File: src/rtl/adder_pkg.sv
`default_nettype none
// +----------------------------------------------------------------------+
// | adder_pkg : shared types and elaboration helpers for the pipelined   |
// |             Sklansky prefix adder (gp pairs, combine, register plan) |
// | Revision  : 1.0                                                      |
// +----------------------------------------------------------------------+
package adder_pkg;

    typedef struct packed {
        logic g;
        logic p;
    } gp_t;

    function automatic int clog2(input int value);
        int r;
        r = 0;
        for (int i = 0; i < 31; i++) begin
            if ((1 << i) < value) r = i + 1;
        end
        return r;
    endfunction

    function automatic gp_t gp_combine(input gp_t hi, input gp_t lo);
        gp_t r;
        r.g = hi.g | (hi.p & lo.g);
        r.p = hi.p & lo.p;
        return r;
    endfunction

    // Logic level after which pipeline register k sits: ceil(k*(levels+2)/stages) - 1.
    function automatic int reg_level(input int k, input int levels, input int stages);
        return ((k * (levels + 2) + stages - 1) / stages) - 1;
    endfunction

    // Stage index whose register follows logic level lvl, or 0 if none does.
    function automatic int stage_at_level(input int lvl, input int levels, input int stages);
        int s;
        s = 0;
        for (int k = 1; k <= stages; k++) begin
            if (reg_level(k, levels, stages) == lvl) s = k;
        end
        return s;
    endfunction

endpackage
`default_nettype wire

File: src/rtl/prefix_level.sv
`default_nettype none
// +----------------------------------------------------------------------+
// | prefix_level : one combinational Sklansky level (span 2^(LEVEL-1))   |
// | Revision     : 1.0                                                   |
// +----------------------------------------------------------------------+
module prefix_level
    import adder_pkg::*;
#(
    parameter int WIDTH = 16,
    parameter int LEVEL = 1
) (
    input  gp_t [WIDTH-1:0] i_gp,
    output gp_t [WIDTH-1:0] o_gp
);

    localparam int c_span = 1 << (LEVEL - 1);

    // Upper half of each 2*span block absorbs the top bit of the lower half.
    for (genvar i = 0; i < WIDTH; i++) begin : g_bit
        if (((i / c_span) % 2) == 1) begin : g_comb
            assign o_gp[i] = gp_combine(i_gp[i], i_gp[(i / c_span) * c_span - 1]);
        end else begin : g_pass
            assign o_gp[i] = i_gp[i];
        end
    end

endmodule
`default_nettype wire

File: src/rtl/prefix_adder_pipe.sv
`default_nettype none
// +----------------------------------------------------------------------+
// | prefix_adder_pipe : pipelined Sklansky adder, valid/ready stream,    |
// |                     bubble-collapsing stages. ADDER_SUB_EN adds sub. |
// | Revision          : 1.0                                              |
// +----------------------------------------------------------------------+
module prefix_adder_pipe
    import adder_pkg::*;
#(
    parameter int WIDTH  = 16,
    parameter int STAGES = 2
) (
    input  logic             clk,
    input  logic             rst,
    input  logic             in_valid,
    output logic             in_ready,
    input  logic [WIDTH-1:0] X,
    input  logic [WIDTH-1:0] Y,
    input  logic             cin,
    input  logic             sub,
    output logic             out_valid,
    input  logic             out_ready,
    output logic [WIDTH-1:0] S,
    output logic             cout,
    output logic             ovf
);

    localparam int c_levels = clog2(WIDTH);

    logic [STAGES:1] r_v;
    logic [STAGES:1] w_load;

    // Stage k may load if any stage from k to the output is empty or the output drains.
    for (genvar k = 1; k <= STAGES; k++) begin : g_load
        assign w_load[k] = out_ready | ~(&r_v[STAGES:k]);
    end

    assign in_ready  = rst | w_load[1];
    assign out_valid = r_v[STAGES];

    always_ff @(posedge clk) begin
        if (rst) begin
            r_v <= '0;
        end else begin
            if (w_load[1]) r_v[1] <= in_valid;
            for (int k = 2; k <= STAGES; k++) begin
                if (w_load[k]) r_v[k] <= r_v[k-1];
            end
        end
    end

    logic [WIDTH-1:0] w_y;
    logic             w_cin;
    logic             w_unused;

`ifdef ADDER_SUB_EN
    assign w_y   = sub ? ~Y : Y;
    assign w_cin = sub | cin;
`else
    assign w_y   = Y;
    assign w_cin = cin;
`endif

    gp_t [WIDTH-1:0]  w_last_gp;
    logic [WIDTH-1:0] w_last_h;
    logic             w_last_ci;

    for (genvar n = 0; n <= c_levels; n++) begin : g_bound
        localparam int c_stage = stage_at_level(n, c_levels, STAGES);

        gp_t [WIDTH-1:0]  w_gp_d;
        gp_t [WIDTH-1:0]  w_gp_q;
        logic [WIDTH-1:0] w_h_d;
        logic [WIDTH-1:0] w_h_q;
        logic             w_ci_d;
        logic             w_ci_q;

        if (n == 0) begin : g_level0
            for (genvar i = 0; i < WIDTH; i++) begin : g_bit
                if (i == 0) begin : g_cin
                    assign w_gp_d[i] = {(X[i] & w_y[i]) | ((X[i] | w_y[i]) & w_cin), X[i] | w_y[i]};
                end else begin : g_plain
                    assign w_gp_d[i] = {X[i] & w_y[i], X[i] | w_y[i]};
                end
            end
            assign w_h_d  = X ^ w_y;
            assign w_ci_d = w_cin;
        end else begin : g_prefix
            prefix_level #(
                .WIDTH (WIDTH),
                .LEVEL (n)
            ) u_level (
                .i_gp (g_bound[n-1].w_gp_q),
                .o_gp (w_gp_d)
            );
            assign w_h_d  = g_bound[n-1].w_h_q;
            assign w_ci_d = g_bound[n-1].w_ci_q;
        end

        if (c_stage != 0) begin : g_reg
            gp_t [WIDTH-1:0]  r_gp;
            logic [WIDTH-1:0] r_h;
            logic             r_ci;

            always_ff @(posedge clk) begin
                if (w_load[c_stage]) begin
                    r_gp <= w_gp_d;
                    r_h  <= w_h_d;
                    r_ci <= w_ci_d;
                end
            end

            assign w_gp_q = r_gp;
            assign w_h_q  = r_h;
            assign w_ci_q = r_ci;
        end else begin : g_wire
            assign w_gp_q = w_gp_d;
            assign w_h_q  = w_h_d;
            assign w_ci_q = w_ci_d;
        end

        if (n == c_levels) begin : g_last
            assign w_last_gp = w_gp_q;
            assign w_last_h  = w_h_q;
            assign w_last_ci = w_ci_q;
        end
    end

    logic [WIDTH-1:0] w_c;
    logic [WIDTH-1:0] w_p;

    for (genvar i = 0; i < WIDTH; i++) begin : g_carry
        assign w_c[i] = w_last_gp[i].g;
        assign w_p[i] = w_last_gp[i].p;
    end

    logic [WIDTH-1:0] w_sum;
    assign w_sum = w_last_h ^ {w_c[WIDTH-2:0], w_last_ci};

`ifdef ADDER_SUB_EN
    assign w_unused = ^w_p;
`else
    assign w_unused = ^{w_p, sub};
`endif

    logic [WIDTH-1:0] r_s;
    logic             r_cout;
    logic             r_ovf;

    // The final register is the only one with a data reset, so outputs read 0 after rst.
    always_ff @(posedge clk) begin
        if (rst) begin
            r_s    <= '0;
            r_cout <= 1'b0;
            r_ovf  <= 1'b0;
        end else if (w_load[STAGES]) begin
            r_s    <= w_sum;
            r_cout <= w_c[WIDTH-1];
            r_ovf  <= w_c[WIDTH-2] ^ w_c[WIDTH-1];
        end
    end

    assign S    = r_s;
    assign cout = r_cout;
    assign ovf  = r_ovf;

endmodule
`default_nettype wire

File: config.mk
export PLATFORM = sky130hd
export DESIGN_NAME = prefix_adder_pipe
export DESIGN_NICKNAME = d
export VERILOG_FILES = /design/src/rtl/adder_pkg.sv /design/src/rtl/prefix_level.sv /design/src/rtl/prefix_adder_pipe.sv
export SDC_FILE = /design/constraint.sdc
export NUM_CORES = 1
export LEC_CHECK = 0
export ABC_AREA = 1
export CORE_MARGIN = 1
export CORE_UTILIZATION = 56
export DETAILED_ROUTE_END_ITERATION = 10
export PLACE_DENSITY = 0.85
export SYNTH_ARGS = -nofsm -noshare
export SYNTH_HDL_FRONTEND = slang
export SYNTH_SLANG_ARGS = --single-unit
File: constraint.sdc
create_clock -name clk -period 6 [get_ports clk]
set_clock_uncertainty 0.15 [all_clocks]
set_input_delay 1.2 -clock clk [delete_from_list [all_inputs] [get_ports clk]]
set_output_delay 1.2 -clock clk [all_outputs]
set_load 0.02 [all_outputs]
==> results_dict.tcl, run 1 <==
set metrics [dict create \
    seq_area_frac_synth 0.550 \
    core_um2 5510 \
    final_cells 460 \
    sequential_cell_area_um2 1750 \
    synth_enable_flop_cells 45 \
    synth-async-reset-ratio 0 \
    synth_top_flop_cell "sky130_fd_sc_hd__edfxtp_1" \
    report.final.setup_viol 0 \
    syn_area_per_cell_um2 9.89 \
    buffer_ports.inserted 56 \
    avg_wl_per_cell_um 11.6 \
    cts_root_buffer "sky130_fd_sc_hd__clkbuf_8" \
    final_layout_size_suffix_gt1_frac 0.0438 \
    number_of_antenna_violations_at_the_first_check_in_global_routing 0 \
    drc 0 \
    first_global_vias 2130 \
    synth.net_count 392 \
    wire_length_of_the_first_global_routing_pass_um 9070 \
    layout_worst_path_cycle_share 0.804 \
    synth_seq_cells 65 \
    clk_transition_reported_paths_ns 0.06 \
    finalWirelength_um 5330 \
    ctsHtreeMaxLevel 3 \
    critical_path.most_common_cell "sky130_fd_sc_hd__clkdlybuf4s50_1" \
    dr_total_vias 2237 \
    floorplan.die_area_um2 5990 \
    cts_inserted_buffers 9 \
    netlist_area_um2 3190 \
    fin_nets 453 \
    synthToLayoutAreaGrowth_pct 24.1 \
    routabilityCongestion 0.763 \
    cts.path.max_buffers 2 \
    maxCapViolCount 0 \
    design_power_mw 1.04 \
    hold_slack_ns 0.358 \
    timing.final.max_slew_violations 0 \
    hold_buffers 0 \
    height_of_the_die_um 77.4 \
    final-hold-violation-count 0 \
    run_status "complete, no violations" \
    timing.critical_path.required_ns 4.65 \
    global_route.usage.total 0.199 \
    placed_area_um2 3800 \
    cp_slowest_cell "sky130_fd_sc_hd__or2_1" \
    cts-resized-gates 0 \
    placedCellCount 444 \
    multiInputGateArea_um2 1100 \
    ioPinCount 58 \
    crit_chain "clkdlybuf4s50_1 -> or2_1 -> inv_1 -> nand3_1 -> clkdlybuf4s50_1" \
    startpoint_type "input pin" \
    number_of_clock_sinks 65 \
    worst_setup_path_end_kind "output pin" \
    rsz0062_at_grt "false" \
    tightest_slew_ns 1.02 \
    power-per-cell-area_nw_per_um2 262 \
    max_freq_mhz 207 \
    final.setup.tns_ns 0 \
    clkLatencyLatePin_ns 0.33 \
    stdcell_area_um2 3950 \
    postCtsSetupBuffers 0 \
    post_synth_num_cell_types 23 \
    synth_warnings 0 \
    tritoncts "yes" \
    final_critical_path_setup_slack_ns 1.18 \
    start_util 0.579 \
    post-route-min-period_ns 4.82 \
    grt_start_max_net_pins 46 \
    static-leakage-power_nw 1.94 \
    detail_route.vias_per_cell 4.86 \
    dr.first_iter.drc_count 74 \
    hp-class "register to register" \
    place_worst_setup_slack_ns 1.21 \
    fp-row-count 27 \
    worstSetupPathType "input pin to output pin" \
    globalRouteOverflowTotal 0 \
    crit_path_max_incr_delay_ns 0.70 \
    drtPass1Iterations 4 \
    synthesis.instances 322 \
    fill_cells 409 \
    timing.critical_path.fanout_max 33 \
    final_antenna_net_count 0 \
    vdd_drop_max_mv 0.151 \
    die_w_um 77.4 \
    finalCoreUtilization 0.718 \
    slew_headroom 0.315 \
    place_hpwl_um 3840 \
    cp_data_arrival_time_ns 3.47 \
    antenna_cells_inserted 0 \
]
-- registers in the layout, indices dropped and copies added, names as in the netlist --
name	count
g_bound.g_reg.r_gp	28
ovf	1
cout	1
g_bound.g_reg.r_h	16
r_v	2
S	16
g_bound.g_reg.r_ci	1
-- per-layer routing --
metal	routed length, um	global-route usage	vias to the layer above
li1	-	-	1146
met1	2200	0.221	1023
met2	2840	0.356	57
met3	162	0.0376	11
met4	127	0.111	0
met5	0	0	-
-- area by class of cell --
cell class              count  area share
clock buffers              12      0.0342
multi-input cells         171       0.277
inverters                  80      0.0759
clock inverters             4     0.00506
flip-flops and latches     65       0.443
repair buffers             56       0.142
well taps                  72      0.0228
-- worst max-delay path, delay by kind of cell --
family / cells / cell delay [ns]
and+or+nand+nor: 2 / 0.88
buffers and inverters: 3 / 1.39
-- cell families after synthesis --
family                   Yosys count  share of synthesized area
AND/OR/NAND/NOR                   96                      0.134
XOR/XNOR                           6                     0.0165
flip-flops                        65                      0.550
adder cells (fa/ha/maj)           32                      0.126
buffers and inverters             86                      0.107
AO/OA/AOI/OAI                     37                     0.0668
-- cell usage after synthesis (2+ instances only) --
library cell,instances,area (um2)
sky130_fd_sc_hd__o21bai_1,5,37.5
sky130_fd_sc_hd__clkbuf_1,2,7.51
sky130_fd_sc_hd__inv_1,80,300
sky130_fd_sc_hd__o21ai_0,9,45.0
sky130_fd_sc_hd__dfxtp_1,20,400
sky130_fd_sc_hd__xnor2_1,5,43.8
sky130_fd_sc_hd__a21oi_1,17,85.1
sky130_fd_sc_hd__nor4_1,3,18.8
sky130_fd_sc_hd__or2_2,2,12.5
sky130_fd_sc_hd__edfxtp_1,45,1350
sky130_fd_sc_hd__nand3_1,25,125
sky130_fd_sc_hd__nand2_1,40,150
sky130_fd_sc_hd__nor2_1,15,56.3
sky130_fd_sc_hd__ha_1,32,400
sky130_fd_sc_hd__or2_0,6,37.5
sky130_fd_sc_hd__buf_2,2,10.0
sky130_fd_sc_hd__a21o_1,5,37.5
sky130_fd_sc_hd__buf_6,2,22.5
sky130_fd_sc_hd__nor3_1,3,15.0
-- power by group --
group	switching (mW)	leakage, nW	internal, mW
clock	0.154	0.0839	0.147
combinational	0.0917	1.21	0.0899
sequential	0.0247	0.644	0.530
-- layout by cell type (no fill, tap or decap) --
master and instances:
sky130_fd_sc_hd__inv_1 80, sky130_fd_sc_hd__clkdlybuf4s50_1 56, sky130_fd_sc_hd__edfxtp_1 45, sky130_fd_sc_hd__nand2_1 39, sky130_fd_sc_hd__ha_1 32, sky130_fd_sc_hd__nand3_1 25, sky130_fd_sc_hd__dfxtp_1 20, sky130_fd_sc_hd__a21oi_1 17
sky130_fd_sc_hd__nor2_1 15, sky130_fd_sc_hd__o21ai_0 9, sky130_fd_sc_hd__clkbuf_8 9, sky130_fd_sc_hd__or2_0 6, sky130_fd_sc_hd__o21bai_1 5, sky130_fd_sc_hd__a21o_1 5, sky130_fd_sc_hd__xnor2_1 5, sky130_fd_sc_hd__clkinv_2 4
sky130_fd_sc_hd__nor3_1 3, sky130_fd_sc_hd__nor4_1 3, sky130_fd_sc_hd__clkbuf_1 3, sky130_fd_sc_hd__nand2_2 2, sky130_fd_sc_hd__or2_2 2, sky130_fd_sc_hd__or2_1 1, sky130_fd_sc_hd__o211ai_1 1, sky130_fd_sc_hd__xor2_1 1
-- path summary, 6_finish.rpt --
path	slack (ns)	from	endpoint	depth (start not counted)
max	1.18	out_ready	in_ready	5
min	0.36	cout	cout	2
max reg2reg	3.23	r_v[2]	g_bound[2].g_reg.r_gp[29]	4
min reg2reg	0.36	cout	cout	2
Note: power is estimated with default switching activity, not from simulation.
==> inputs of run 2 (changes only) <==
CORE_UTILIZATION = 47   (was 56)
PLACE_DENSITY = 0.76   (was 0.85)
clock period = 4.2 ns   (was 6 ns; I/O delays follow)
==> results_dict.tcl, run 2 (same netlist as run 1, synthesis figures left out) <==
set metrics [dict create \
    routabilityCongestion 0.737 \
    grt_start_max_net_pins 46 \
    clkLatencyLatePin_ns 0.33 \
    report.final.setup_viol 0 \
    placed_area_um2 3820 \
    max_freq_mhz 300 \
    rsz0062_at_grt "false" \
    cp_slowest_cell "sky130_fd_sc_hd__clkdlybuf4s50_1" \
    final-hold-violation-count 0 \
    design_power_mw 1.61 \
    worst_setup_path_end_kind "output pin" \
    hold_buffers 0 \
    violations "DRC" \
    cp.buffers_inverters 3 \
    layout_worst_path_cycle_share 0.793 \
    postCtsSetupBuffers 0 \
    start_util 0.493 \
    antenna_cells_inserted 0 \
    fill_cells 536 \
    vdd_drop_max_mv 0.169 \
    crit_path_max_incr_delay_ns 0.56 \
    ioPinCount 58 \
    height_of_the_die_um 84.3 \
    place_hpwl_um 3880 \
    globalRouteOverflowTotal 0 \
    layout_commonest_cell "sky130_fd_sc_hd__inv_1" \
    run_status "finished with violations" \
    wire_length_of_the_first_global_routing_pass_um 8720 \
    timing.critical_path.required_ns 3.21 \
    die_w_um 84.3 \
    registers.top_by_ff_count "g_bound.g_reg.r_gp" \
    ctsHtreeMaxLevel 3 \
    number_of_antenna_violations_at_the_first_check_in_global_routing 0 \
    stdcell_area_um2 4030 \
    first_global_vias 2136 \
    static-leakage-power_nw 1.97 \
    buffer_ports.inserted 56 \
    cts_inserted_buffers 9 \
    final.setup.tns_ns 0 \
    dr_total_vias 2233 \
    drtPass1Iterations 7 \
    cp_data_arrival_time_ns 2.34 \
    path_delay_family "buffers and inverters" \
    final_cells 467 \
    place_worst_setup_slack_ns 0.861 \
    maxCapViolCount 0 \
    number_of_clock_sinks 65 \
    hp-class "register to register" \
    clk_transition_reported_paths_ns 0.07 \
    crit_chain "clkdlybuf4s50_1 -> or2_1 -> inv_1 -> nand3_1 -> clkdlybuf4s50_1" \
    tritoncts "yes" \
    cts.path.max_buffers 2 \
    finalWirelength_um 5280 \
    avg_wl_per_cell_um 11.3 \
    final_antenna_net_count 0 \
    worstSetupPathType "input pin to output pin" \
    cts_root_buffer "sky130_fd_sc_hd__clkbuf_8" \
    critical_path.most_common_cell "sky130_fd_sc_hd__clkdlybuf4s50_1" \
    cts-resized-gates 0 \
    sequential_cell_area_um2 1750 \
    fp-row-count 29 \
    timing.critical_path.fanout_max 7 \
    startpoint_type "input pin" \
    final_critical_path_setup_slack_ns 0.869 \
    hold_slack_ns 0.379 \
    drc 6 \
    power-per-cell-area_nw_per_um2 399 \
    core_um2 6460 \
    fin_nets 455 \
    detail_route.vias_per_cell 4.78 \
    slew_headroom 0.317 \
    timing.final.max_slew_violations 0 \
    global_route.usage.total 0.160 \
    dr.first_iter.drc_count 79 \
    largest_register_ffs 28 \
    finalCoreUtilization 0.624 \
    multiInputGateArea_um2 1100 \
    synthToLayoutAreaGrowth_pct 26.5 \
    post-route-min-period_ns 3.33 \
    placedCellCount 451 \
    tightest_slew_ns 1.02 \
    floorplan.die_area_um2 7110 \
    final_layout_size_suffix_gt1_frac 0.0513 \
    leading_cell_types_in_the_layout_fill_and_taps_excluded "80 x sky130_fd_sc_hd__inv_1, 56 x sky130_fd_sc_hd__clkdlybuf4s50_1, 45 x sky130_fd_sc_hd__edfxtp_1, 39 x sky130_fd_sc_hd__nand2_1, 32 x sky130_fd_sc_hd__ha_1" \
]
## run 2: changes by cell type in the layout (fill, tap and decap cells not counted), sizes merged
| cell | before | now |
|---|---|---|
| buf | 0 | 2 |
| bufinv | 0 | 2 |
| clkbuf | 12 | 10 |
## run 2: report_power, final
group	switching [mW]	internal [mW]
clock network	0.227	0.331
registers	0.0319	0.757
logic	0.131	0.130
## run 2: path summary, 6_finish.rpt
kind | startpoint | slack [ns] | end | depth (start not counted)
hold / removal | cout | 0.38 | cout | 2
hold reg to reg | cout | 0.38 | cout | 2
setup reg to reg | r_v[2] | 2.18 | g_bound[2].g_reg.r_gp[20] | 4
setup / recovery | out_ready | 0.87 | in_ready | 5
## run 2: final cells by class
cell class	count	area share
Multi-Input combinational cell	171	0.272
Tap cell	77	0.0239
Clock inverter	6	0.0205
Sequential cell	65	0.435
Inverter	80	0.0745
Clock buffer	10	0.0317
Timing Repair Buffer	58	0.143
## run 2: worst reg2reg max path: stages, from the launching register on
cell	delay, ns
sky130_fd_sc_hd__dfxtp_1	0.32
sky130_fd_sc_hd__inv_1	0.04
sky130_fd_sc_hd__or2_1	0.21
sky130_fd_sc_hd__inv_1	0.19
sky130_fd_sc_hd__nand2_2	0.61
## run 2: layer usage
layer / GRT usage / up-vias / wire length (um)
met5: 0 / - / 0
met2: 0.291 / 52 / 2820
li1: - / 1158 / -
met1: 0.168 / 1012 / 2100
met3: 0.0334 / 11 / 255
met4: 0.102 / 0 / 103
==> inputs of run 3 (changes only) <==
clock period = 2.9 ns   (was 4.2 ns; I/O delays follow)
==> results_dict.tcl, run 3 (same netlist as run 1, synthesis figures left out) <==
set metrics [dict create \
    globalRouteOverflowTotal 0 \
    core_um2 6460 \
    static-leakage-power_nw 1.97 \
    place_hpwl_um 3900 \
    drc 3 \
    tritoncts "yes" \
    dr_total_vias 2211 \
    whs_path_depth 2 \
    path_delay_family "buffers and inverters" \
    avg_wl_per_cell_um 11.3 \
    floorplan.die_area_um2 7110 \
    cts.path.max_buffers 2 \
    cp_slowest_cell "sky130_fd_sc_hd__clkdlybuf4s50_1" \
    start_util 0.493 \
    register_to_register_path_depth 6 \
    cts-resized-gates 0 \
    largest_register_ffs 28 \
    critical_path.most_common_cell "sky130_fd_sc_hd__clkdlybuf4s50_1" \
    ioPinCount 58 \
    synthToLayoutAreaGrowth_pct 26.4 \
    leading_cell_types_in_the_layout_fill_and_taps_excluded "80 x sky130_fd_sc_hd__inv_1, 56 x sky130_fd_sc_hd__clkdlybuf4s50_1, 45 x sky130_fd_sc_hd__edfxtp_1, 39 x sky130_fd_sc_hd__nand2_1, 32 x sky130_fd_sc_hd__ha_1" \
    timing.final.max_slew_violations 0 \
    number_of_clock_sinks 65 \
    worstSetupStartpoint "out_ready" \
    routabilityCongestion 0.731 \
    global_route.usage.total 0.163 \
    slew_headroom 0.801 \
    antenna_cells_inserted 0 \
    fin_nets 457 \
    cts_root_buffer "sky130_fd_sc_hd__clkbuf_8" \
    final.setup.tns_ns 0 \
    detail_route.vias_per_cell 4.71 \
    startpoint_type "input pin" \
    first_global_vias 2168 \
    timing.critical_path.fanout_max 2 \
    number_of_antenna_violations_at_the_first_check_in_global_routing 0 \
    postCtsSetupBuffers 0 \
    dr.first_iter.drc_count 92 \
    crit_path_max_incr_delay_ns 0.55 \
    final_layout_size_suffix_gt1_frac 0.0510 \
    cp.buffers_inverters 3 \
    post-route-min-period_ns 2.66 \
    worstSetupPathType "input pin to output pin" \
    final_antenna_net_count 0 \
    grt_start_max_net_pins 46 \
    rsz0062_at_grt "false" \
    height_of_the_die_um 84.3 \
    placed_area_um2 3850 \
    hold_buffers 0 \
    clkLatencyLatePin_ns 0.33 \
    worst-path-stages 5 \
    ctsHtreeMaxLevel 3 \
    power-per-cell-area_nw_per_um2 553 \
    maxCapViolCount 0 \
    final-hold-violation-count 0 \
    worst_setup_path_end_kind "output pin" \
    violations "DRC" \
    vdd_drop_max_mv 0.370 \
    layout_worst_path_cycle_share 0.916 \
    finalWirelength_um 5300 \
    timing.critical_path.required_ns 2.17 \
    cp_data_arrival_time_ns 1.93 \
    max_freq_mhz 376 \
    clk_transition_reported_paths_ns 0.07 \
    die_w_um 84.3 \
    run_status "finished with violations" \
    fill_cells 549 \
    fp-row-count 29 \
    stdcell_area_um2 4030 \
    hp-class "register to register" \
    cts_inserted_buffers 9 \
    worstReg2RegStart "r_v[2]" \
    wire_length_of_the_first_global_routing_pass_um 8960 \
    hold_path.startpoint "cout" \
    crit_chain "clkdlybuf4s50_1 -> or2_1 -> inv_1 -> nand3_1 -> clkdlybuf4s50_1" \
    tightest_slew_ns 0.298 \
    buffer_ports.inserted 56 \
    report.final.setup_viol 0 \
    drtPass1Iterations 9 \
    finalCoreUtilization 0.623 \
    registers.top_by_ff_count "g_bound.g_reg.r_gp" \
    layout_commonest_cell "sky130_fd_sc_hd__inv_1" \
]
run 3: cell count changes in the layout (fill, tap and decap cells not counted), sizes merged:
| cell | change |
|---|---|
| clkbuf | +1 |
| bufinv | -1 |
| buf | +2 |
run 3: metal layers:
metal | vias up | routed length, um | GRT usage
met1 | 1009 | 2150 | 0.164
met4 | 0 | 102 | 0.0799
met2 | 39 | 2860 | 0.315
met5 | - | 0 | 0
met3 | 8 | 185 | 0.0374
li1 | 1155 | - | -
run 3: path summary, 6_finish.rpt:
path                                 end  slack [ns]
worst max register to register      S[5]        1.40
worst min-delay path                cout        0.36
worst min register to register      cout        0.36
worst max-delay path            in_ready        0.24
run 3: area by class of cell:
class,instances,area [um2],share of cell area
flip-flops and latches,65,1750,0.435
multi-input cells,171,1100,0.272
repair buffers,60,603,0.150
inverters,80,300,0.0746
clock buffers,11,131,0.0326
well taps,77,96.3,0.0239
clock inverters,5,47.5,0.0118
run 3: where the power goes:
group	internal, mW	leakage (nW)	switching, mW
Sequential	1.10	0.644	0.0459
Combinational	0.188	1.24	0.193
Clock	0.389	0.0922	0.315
run 3: tightest hold or removal path: cells and delay by family, from the launching register on:
family	cells	cell delay, ns
flops	1	0.33
compound gates	1	0.10
buf+inv	1	0.05
run 3: per-stage QoR:
stage	hold slack [ns]	total power [mW]	setup WS [ns]	cells
after floorplan	0.314	1.37	0.357	322
after global placement	0.330	1.53	0.276	453
after detailed placement	0.345	1.55	0.242	453
after CTS	0.366	2.25	0.233	469
after global routing	0.389	2.34	0.187	469
final	0.360	2.23	0.244	469
